File: src/rtl/led_pwm_pkg.sv
// Shared constants and bus request type for the LED PWM output stage.
package led_pwm_pkg;

  localparam logic [1:0] ADDR_DUTY   = 2'd0;
  localparam logic [1:0] ADDR_BLINK  = 2'd1;
  localparam logic [1:0] ADDR_CTRL   = 2'd2;
  localparam logic [1:0] ADDR_STATUS = 2'd3;

  localparam int CTRL_ENABLE = 0;
  localparam int CTRL_INVERT = 1;

  typedef struct packed {
    logic        cs;
    logic        rd;
    logic        wr;
    logic [1:0]  addr;
    logic [31:0] wdata;
  } bus_req_t;

endpackage

File: src/rtl/led_pwm_timebase.sv
// PWM timebase: prescaler feeding a free-running frame counter with a wrap strobe.
module led_pwm_timebase #(
  parameter int PWM_BITS = 8,
  parameter int PRESCALE = 50
) (
  input  logic                clk,
  input  logic                reset,
  input  logic                run,
  output logic [PWM_BITS-1:0] pwm_cnt,
  output logic                frame_stb
);

  localparam int                PRE_W   = (PRESCALE > 1) ? $clog2(PRESCALE) : 1;
  localparam logic [PRE_W-1:0]  PRE_MAX = PRE_W'(PRESCALE - 1);
  localparam logic [PRE_W-1:0]  PRE_ONE = PRE_W'(1);
  localparam logic [PWM_BITS-1:0] PWM_ONE = PWM_BITS'(1);

  logic [PRE_W-1:0] pre_cnt;
  logic             tick;

  assign tick      = run && (pre_cnt == PRE_MAX);
  // Strobe on the tick that wraps pwm_cnt, so consumers latch on the same edge the new frame starts.
  assign frame_stb = tick && (pwm_cnt == '1);

  always_ff @(posedge clk or posedge reset) begin
    if (reset) begin
      pre_cnt <= '0;
      pwm_cnt <= '0;
    end else if (!run) begin
      pre_cnt <= '0;
      pwm_cnt <= '0;
    end else begin
      pre_cnt <= tick ? '0 : pre_cnt + PRE_ONE;
      if (tick) pwm_cnt <= pwm_cnt + PWM_ONE;
    end
  end

endmodule

File: src/rtl/led_pwm_driver.sv
// LED pin driver: global PWM brightness, blink and polarity with a 4-word Avalon-MM slave.
// Optional gamma-corrected duty when LED_PWM_GAMMA_EN is defined.
module led_pwm_driver
  import led_pwm_pkg::*;
#(
  parameter int N_LED      = 10,
  parameter int PWM_BITS   = 8,
  parameter int PRESCALE   = 50,
  parameter int BLINK_BITS = 16
) (
  input  logic             clk,
  input  logic             reset,
  input  logic [N_LED-1:0] led_in,
  input  logic             chipselect,
  input  logic [1:0]       address,
  input  logic             read,
  input  logic             write,
  input  logic [31:0]      writedata,
  output logic [31:0]      readdata,
  output logic [N_LED-1:0] led_pins
);

  localparam logic [BLINK_BITS-1:0] BLINK_ONE = BLINK_BITS'(1);
`ifdef LED_PWM_GAMMA_EN
  localparam logic STATUS_GAMMA = 1'b1;
`else
  localparam logic STATUS_GAMMA = 1'b0;
`endif

  bus_req_t req;
  logic     wr_en, rd_en;

  assign req   = '{cs: chipselect, rd: read, wr: write, addr: address, wdata: writedata};
  assign wr_en = req.cs & req.wr;
  assign rd_en = req.cs & req.rd;

  logic [PWM_BITS-1:0]   duty_reg;
  logic [BLINK_BITS-1:0] blink_reg;
  logic [1:0]            ctrl_reg;

  always_ff @(posedge clk or posedge reset) begin
    if (reset) begin
      duty_reg  <= '1;
      blink_reg <= '0;
      ctrl_reg  <= '0;
    end else if (wr_en) begin
      case (req.addr)
        ADDR_DUTY:  duty_reg  <= req.wdata[PWM_BITS-1:0];
        ADDR_BLINK: blink_reg <= req.wdata[BLINK_BITS-1:0];
        ADDR_CTRL:  ctrl_reg  <= req.wdata[1:0];
        default:    ;
      endcase
    end
  end

  logic enable, invert;
  assign enable = ctrl_reg[CTRL_ENABLE];
  assign invert = ctrl_reg[CTRL_INVERT];

  logic [PWM_BITS-1:0] pwm_cnt;
  logic                frame_stb;

  led_pwm_timebase #(
    .PWM_BITS (PWM_BITS),
    .PRESCALE (PRESCALE)
  ) u_timebase (
    .clk       (clk),
    .reset     (reset),
    .run       (enable),
    .pwm_cnt   (pwm_cnt),
    .frame_stb (frame_stb)
  );

  logic [PWM_BITS-1:0] duty_next, duty_act;

`ifdef LED_PWM_GAMMA_EN
  logic [2*PWM_BITS-1:0] duty_sq;
  logic                  unused_sq;
  assign duty_sq   = {{PWM_BITS{1'b0}}, duty_reg} * {{PWM_BITS{1'b0}}, duty_reg};
  assign unused_sq = ^duty_sq[PWM_BITS-1:0];
  // Full scale must survive the square so all-ones still means steady on.
  assign duty_next = (&duty_reg) ? '1 : duty_sq[2*PWM_BITS-1:PWM_BITS];
`else
  assign duty_next = duty_reg;
`endif

  // Shadow copy only at frame boundaries so a mid-frame write cannot glitch the pins.
  always_ff @(posedge clk or posedge reset) begin
    if (reset)                       duty_act <= '1;
    else if (!enable || frame_stb)   duty_act <= duty_next;
  end

  logic [BLINK_BITS-1:0] blink_cnt;
  logic                  blink_phase;

  always_ff @(posedge clk or posedge reset) begin
    if (reset) begin
      blink_cnt   <= '0;
      blink_phase <= 1'b1;
    end else if (!enable || blink_reg == '0) begin
      blink_cnt   <= '0;
      blink_phase <= 1'b1;
    end else if (frame_stb) begin
      // >= rather than == so shrinking BLINK below the current count still terminates.
      if (blink_cnt >= blink_reg - BLINK_ONE) begin
        blink_cnt   <= '0;
        blink_phase <= ~blink_phase;
      end else begin
        blink_cnt   <= blink_cnt + BLINK_ONE;
      end
    end
  end

  logic pwm_on;
  assign pwm_on = (duty_act == '1) || (pwm_cnt < duty_act);

  logic [N_LED-1:0] led_q, on_vec;

  always_ff @(posedge clk or posedge reset) begin
    if (reset) led_q <= '0;
    else       led_q <= led_in;
  end

  for (genvar i = 0; i < N_LED; i++) begin : g_lane
    assign on_vec[i] = enable & led_q[i] & pwm_on & blink_phase;
  end

  always_ff @(posedge clk or posedge reset) begin
    if (reset) led_pins <= '0;
    else       led_pins <= on_vec ^ {N_LED{invert}};
  end

  logic [31:0] rd_mux;

  always_comb begin
    rd_mux = '0;
    case (req.addr)
      ADDR_DUTY:   rd_mux = 32'(duty_reg);
      ADDR_BLINK:  rd_mux = 32'(blink_reg);
      ADDR_CTRL:   rd_mux = 32'(ctrl_reg);
      ADDR_STATUS: rd_mux = {blink_phase, STATUS_GAMMA, 30'(pwm_cnt)};
      default:     rd_mux = '0;
    endcase
  end

  always_ff @(posedge clk or posedge reset) begin
    if (reset)      readdata <= '0;
    else if (rd_en) readdata <= rd_mux;
  end

endmodule

File: config.mk
export PLATFORM = sky130hd
export DESIGN_NAME = led_pwm_driver
export DESIGN_NICKNAME = d
export VERILOG_FILES = /design/src/rtl/led_pwm_pkg.sv /design/src/rtl/led_pwm_timebase.sv /design/src/rtl/led_pwm_driver.sv
export SDC_FILE = /design/constraint.sdc
export NUM_CORES = 1
export LEC_CHECK = 0
export CORE_MARGIN = 2
export CORE_UTILIZATION = 45
export CTS_BUF_LIST = sky130_fd_sc_hd__clkbuf_8
export DETAILED_ROUTE_END_ITERATION = 10
export DONT_BUFFER_PORTS = 1
export SKIP_CTS_REPAIR_TIMING = 1
export SLEW_MARGIN = 20
export SYNTH_ARGS = -nofsm -noshare
export SYNTH_HDL_FRONTEND = slang
export SYNTH_SLANG_ARGS = --single-unit
File: constraint.sdc
create_clock -name clk -period 3.7 [get_ports clk]
set_input_delay 0.74 -clock clk [delete_from_list [all_inputs] [get_ports clk]]
set_output_delay 0.74 -clock clk [all_outputs]
set_load 0.05 [all_outputs]
==> impl_metrics.env <==
export IMPL_grtUsageMet3=0.05400
export IMPL_syn_to_final_growth_pct=7.361
export IMPL_rsz0062_at_grt="false"
export IMPL_hold_viol_final=0
export IMPL_maxCapViolCount=0
export IMPL_finalSetupViolations=0
export IMPL_track_usage=0.1826
export IMPL_avgViaCountPerCell=5.584
export IMPL_ys_types=51
export IMPL_nets=552
export IMPL_slew_viol_final=0
export IMPL_gp_congestion=0.8141
export IMPL_io_pins=91
export IMPL_critPathKind="flip-flop to flip-flop"
export IMPL_final_min_clock_period_ns=3.463
export IMPL_start_util=0.4630
export IMPL_async_flop_share=1.000
export IMPL_clockBufferDepth=2
export IMPL_htree_levels=3
export IMPL_max_slew_margin=0.3500
export IMPL_grt_pass1_wl_um=18250
export IMPL_dp_hpwl_um=7856
export IMPL_num_vias=3479
export IMPL_critical_path_slowest_cell="dfrtp_2"
export IMPL_start_kind="flip-flop"
export IMPL_cts_buffers=9
export IMPL_finalCritPeriodShare=0.9360
export IMPL_setup_tns_ns=0
export IMPL_route_detailed_drc=0
export IMPL_post_drt_wl_per_cell_um=17.55
export IMPL_core_area_mm2=0.01142
export IMPL_critPathRequiredTime_ns=4.00
export IMPL_die_area_mm2=0.01263
export IMPL_hold_class="input pin to flip-flop"
export IMPL_postSynthCellCount=467
export IMPL_largest_reg_flops=17
export IMPL_gr_total_overflow=0
export IMPL_drive_gt1_frac=0.2083
export IMPL_fmax_mhz=288.8
export IMPL_critPathMaxFanout=6
export IMPL_critical_path_max_stage_delay_ns=0.45
export IMPL_ys_seq_elements=102
export IMPL_die_x_um=112.4
export IMPL_ys_seq_area_frac=0.4869
export IMPL_grt_start_max_net_pins=76
export IMPL_synth_edff_count=0
export IMPL_power_density_mw_per_mm2=574.5
export IMPL_yosys_warnings=0
export IMPL_cp_arrival_ns=3.76
export IMPL_place_area_mm2=0.005431
export IMPL_finClkSkew_ns=0.01197
export IMPL_gr_max_usage_layer="met2"
export IMPL_syn_area_mm2=0.005286
export IMPL_tritoncts="built"
export IMPL_row_count=39
export IMPL_die_y_um=112.4
export IMPL_worst_pin_slew_ns=0.9676
export IMPL_drt_iter0_markers=195
export IMPL_critPathCaptureType="flip-flop"
export IMPL_n_antenna_cell=0
export IMPL_grt_pass1_vias=3613
export IMPL_wirelength_um=10930
export IMPL_ant_nets=0
export IMPL_final_core_util=0.4970
export IMPL_use_met1=0.2282
export IMPL_status="finished clean"
export IMPL_p_leak_nw=2.481
export IMPL_dr_pass1_iters=4
export IMPL_path_clk_slew_ns=0.11
export IMPL_syn_avg_cell_area_um2=11.32
export IMPL_use_met2=0.3088
export IMPL_root_buffer="clkbuf_8"
export IMPL_port_buffers=0
export IMPL_ir_drop_mv=0.3730
export IMPL_antenna_found_initial=0
export IMPL_worstSkewPairLatency_ns=0.38
export IMPL_ys_flop_type="dfrtp_1"
export IMPL_final_area_mm2=0.005675
export IMPL_crit_chain="or3_1 -> nor3_4 -> nand2b_1 -> nor3b_1 -> buf_4 -> nand2_1 -> xor2_1 -> ha_1 -> a211oi_1 -> o21ai_0 -> or3_4 -> or3_1 -> o21ai_0"
export IMPL_cts_sinks=102
==> cell usage in the layout (no fill, tap or decap), drive strengths merged, types with 3 or more instances in the layout <==
cell,synthesis,layout
inv,14,19
nor3b,5,5
clkbuf,9,9
nor2b,9,9
dfstp,17,17
ha,28,28
nand4,13,13
dfrtp,85,85
a211oi,4,4
nand3,8,8
a21o,4,4
nor2,22,22
a22oi,6,6
a22o,9,9
o21ai,32,32
xnor2,29,29
conb,1,15
and3,6,6
nor4,4,4
buf,19,11
nor3,20,20
mux2,35,35
xor2,14,14
a21oi,4,4
nand2b,3,3
nand2,33,33
and2,3,3
or3,5,5
o31ai,4,4
a32o,3,3
==> per-layer routing <==
layer | part of all wire | vias up
li1 | - | 1652
met1 | 0.42 | 1729
met2 | 0.50 | 79
met3 | 0.052 | 19
met4 | 0.021 | 0
met5 | 0 | -
==> path summary, 6_finish.rpt <==
check,from,end,slack (ns),cells past startpoint
max reg2reg,blink_reg[4],blink_cnt[0],0.24,13
max,blink_reg[4],blink_cnt[0],0.24,13
min in group asynchronous,reset,blink_reg[12],0.41,1
max in group asynchronous,reset,led_pins[4],2.37,2
min reg2reg,u_timebase.pre_cnt[0],u_timebase.pre_cnt[0],0.49,1
min,led_in[4],led_q[4],0.38,0
==> final cells by class <==
type                    count  area, µm²
flip-flops and latches    102       2575
clock inverters             7      97.59
repair buffers             11      82.58
well taps                 143      178.9
inverters                  14      55.05
clock buffers               9      123.9
fillers                  1036       5743
multi-input cells         337       2562
==> through the flow <==
stage                     hold slack (ns)  setup slack, ns  total power, mW  std cells
after floorplan                    0.4571           0.2921            2.331        481
after detailed placement           0.4822          0.06662            2.506        607
after global placement             0.4730           0.1941            2.479        607
after global routing               0.3399          0.01034            3.451        623
final                              0.3783           0.2369            3.260        623
after CTS                          0.3574          0.03358            3.290        623
==> worst max-delay path, delay by kind of cell (launching register included) <==
kind	cells	cell delay, ns
flops	1	0.45
simple gates	7	1.77
xor+xnor	1	0.14
fa+ha+maj	1	0.29
compound gates	3	0.57
buf+inv	1	0.16
==> power by group <==
part | internal [mW] | total (mW) | leakage (nW) | switching [mW]
Sequential | 1.35 | 1.81 | 1.27 | 0.460
Clock | 0.338 | 0.777 | 0.113 | 0.440
Combinational | 0.310 | 0.672 | 1.10 | 0.362
==> cell families (layout without fill, tap and decap cells) <==
kind of cell / count (synthesis) / after routing / synth area share
AOI/OAI and AO/OA: 73 / 73 / 0.09491
xor gates and xnor gates: 43 / 43 / 0.07124
adders and majority gates: 28 / 28 / 0.06627
buffers and inverters: 42 / 41 / 0.04237
DFF: 102 / 102 / 0.4869
muxes: 39 / 39 / 0.08686
other: 1 / 15 / 0.0007094
and+or+nand+nor: 139 / 139 / 0.1508
==> synthesized netlist by cell type, types with 14 or more instances <==
library cell	instances	area [µm²]
buf_4	15	112.6
xnor2_1	29	254.0
dfrtp_1	85	2127
dfstp_2	17	446.7
nand2_1	33	123.9
xor2_1	14	122.6
o21ai_0	32	160.2
nor3_1	15	75.07
nor2_1	21	78.83
ha_1	28	350.3
inv_1	14	52.55
mux2_2	35	394.1
(Power assumes the default switching activity.)
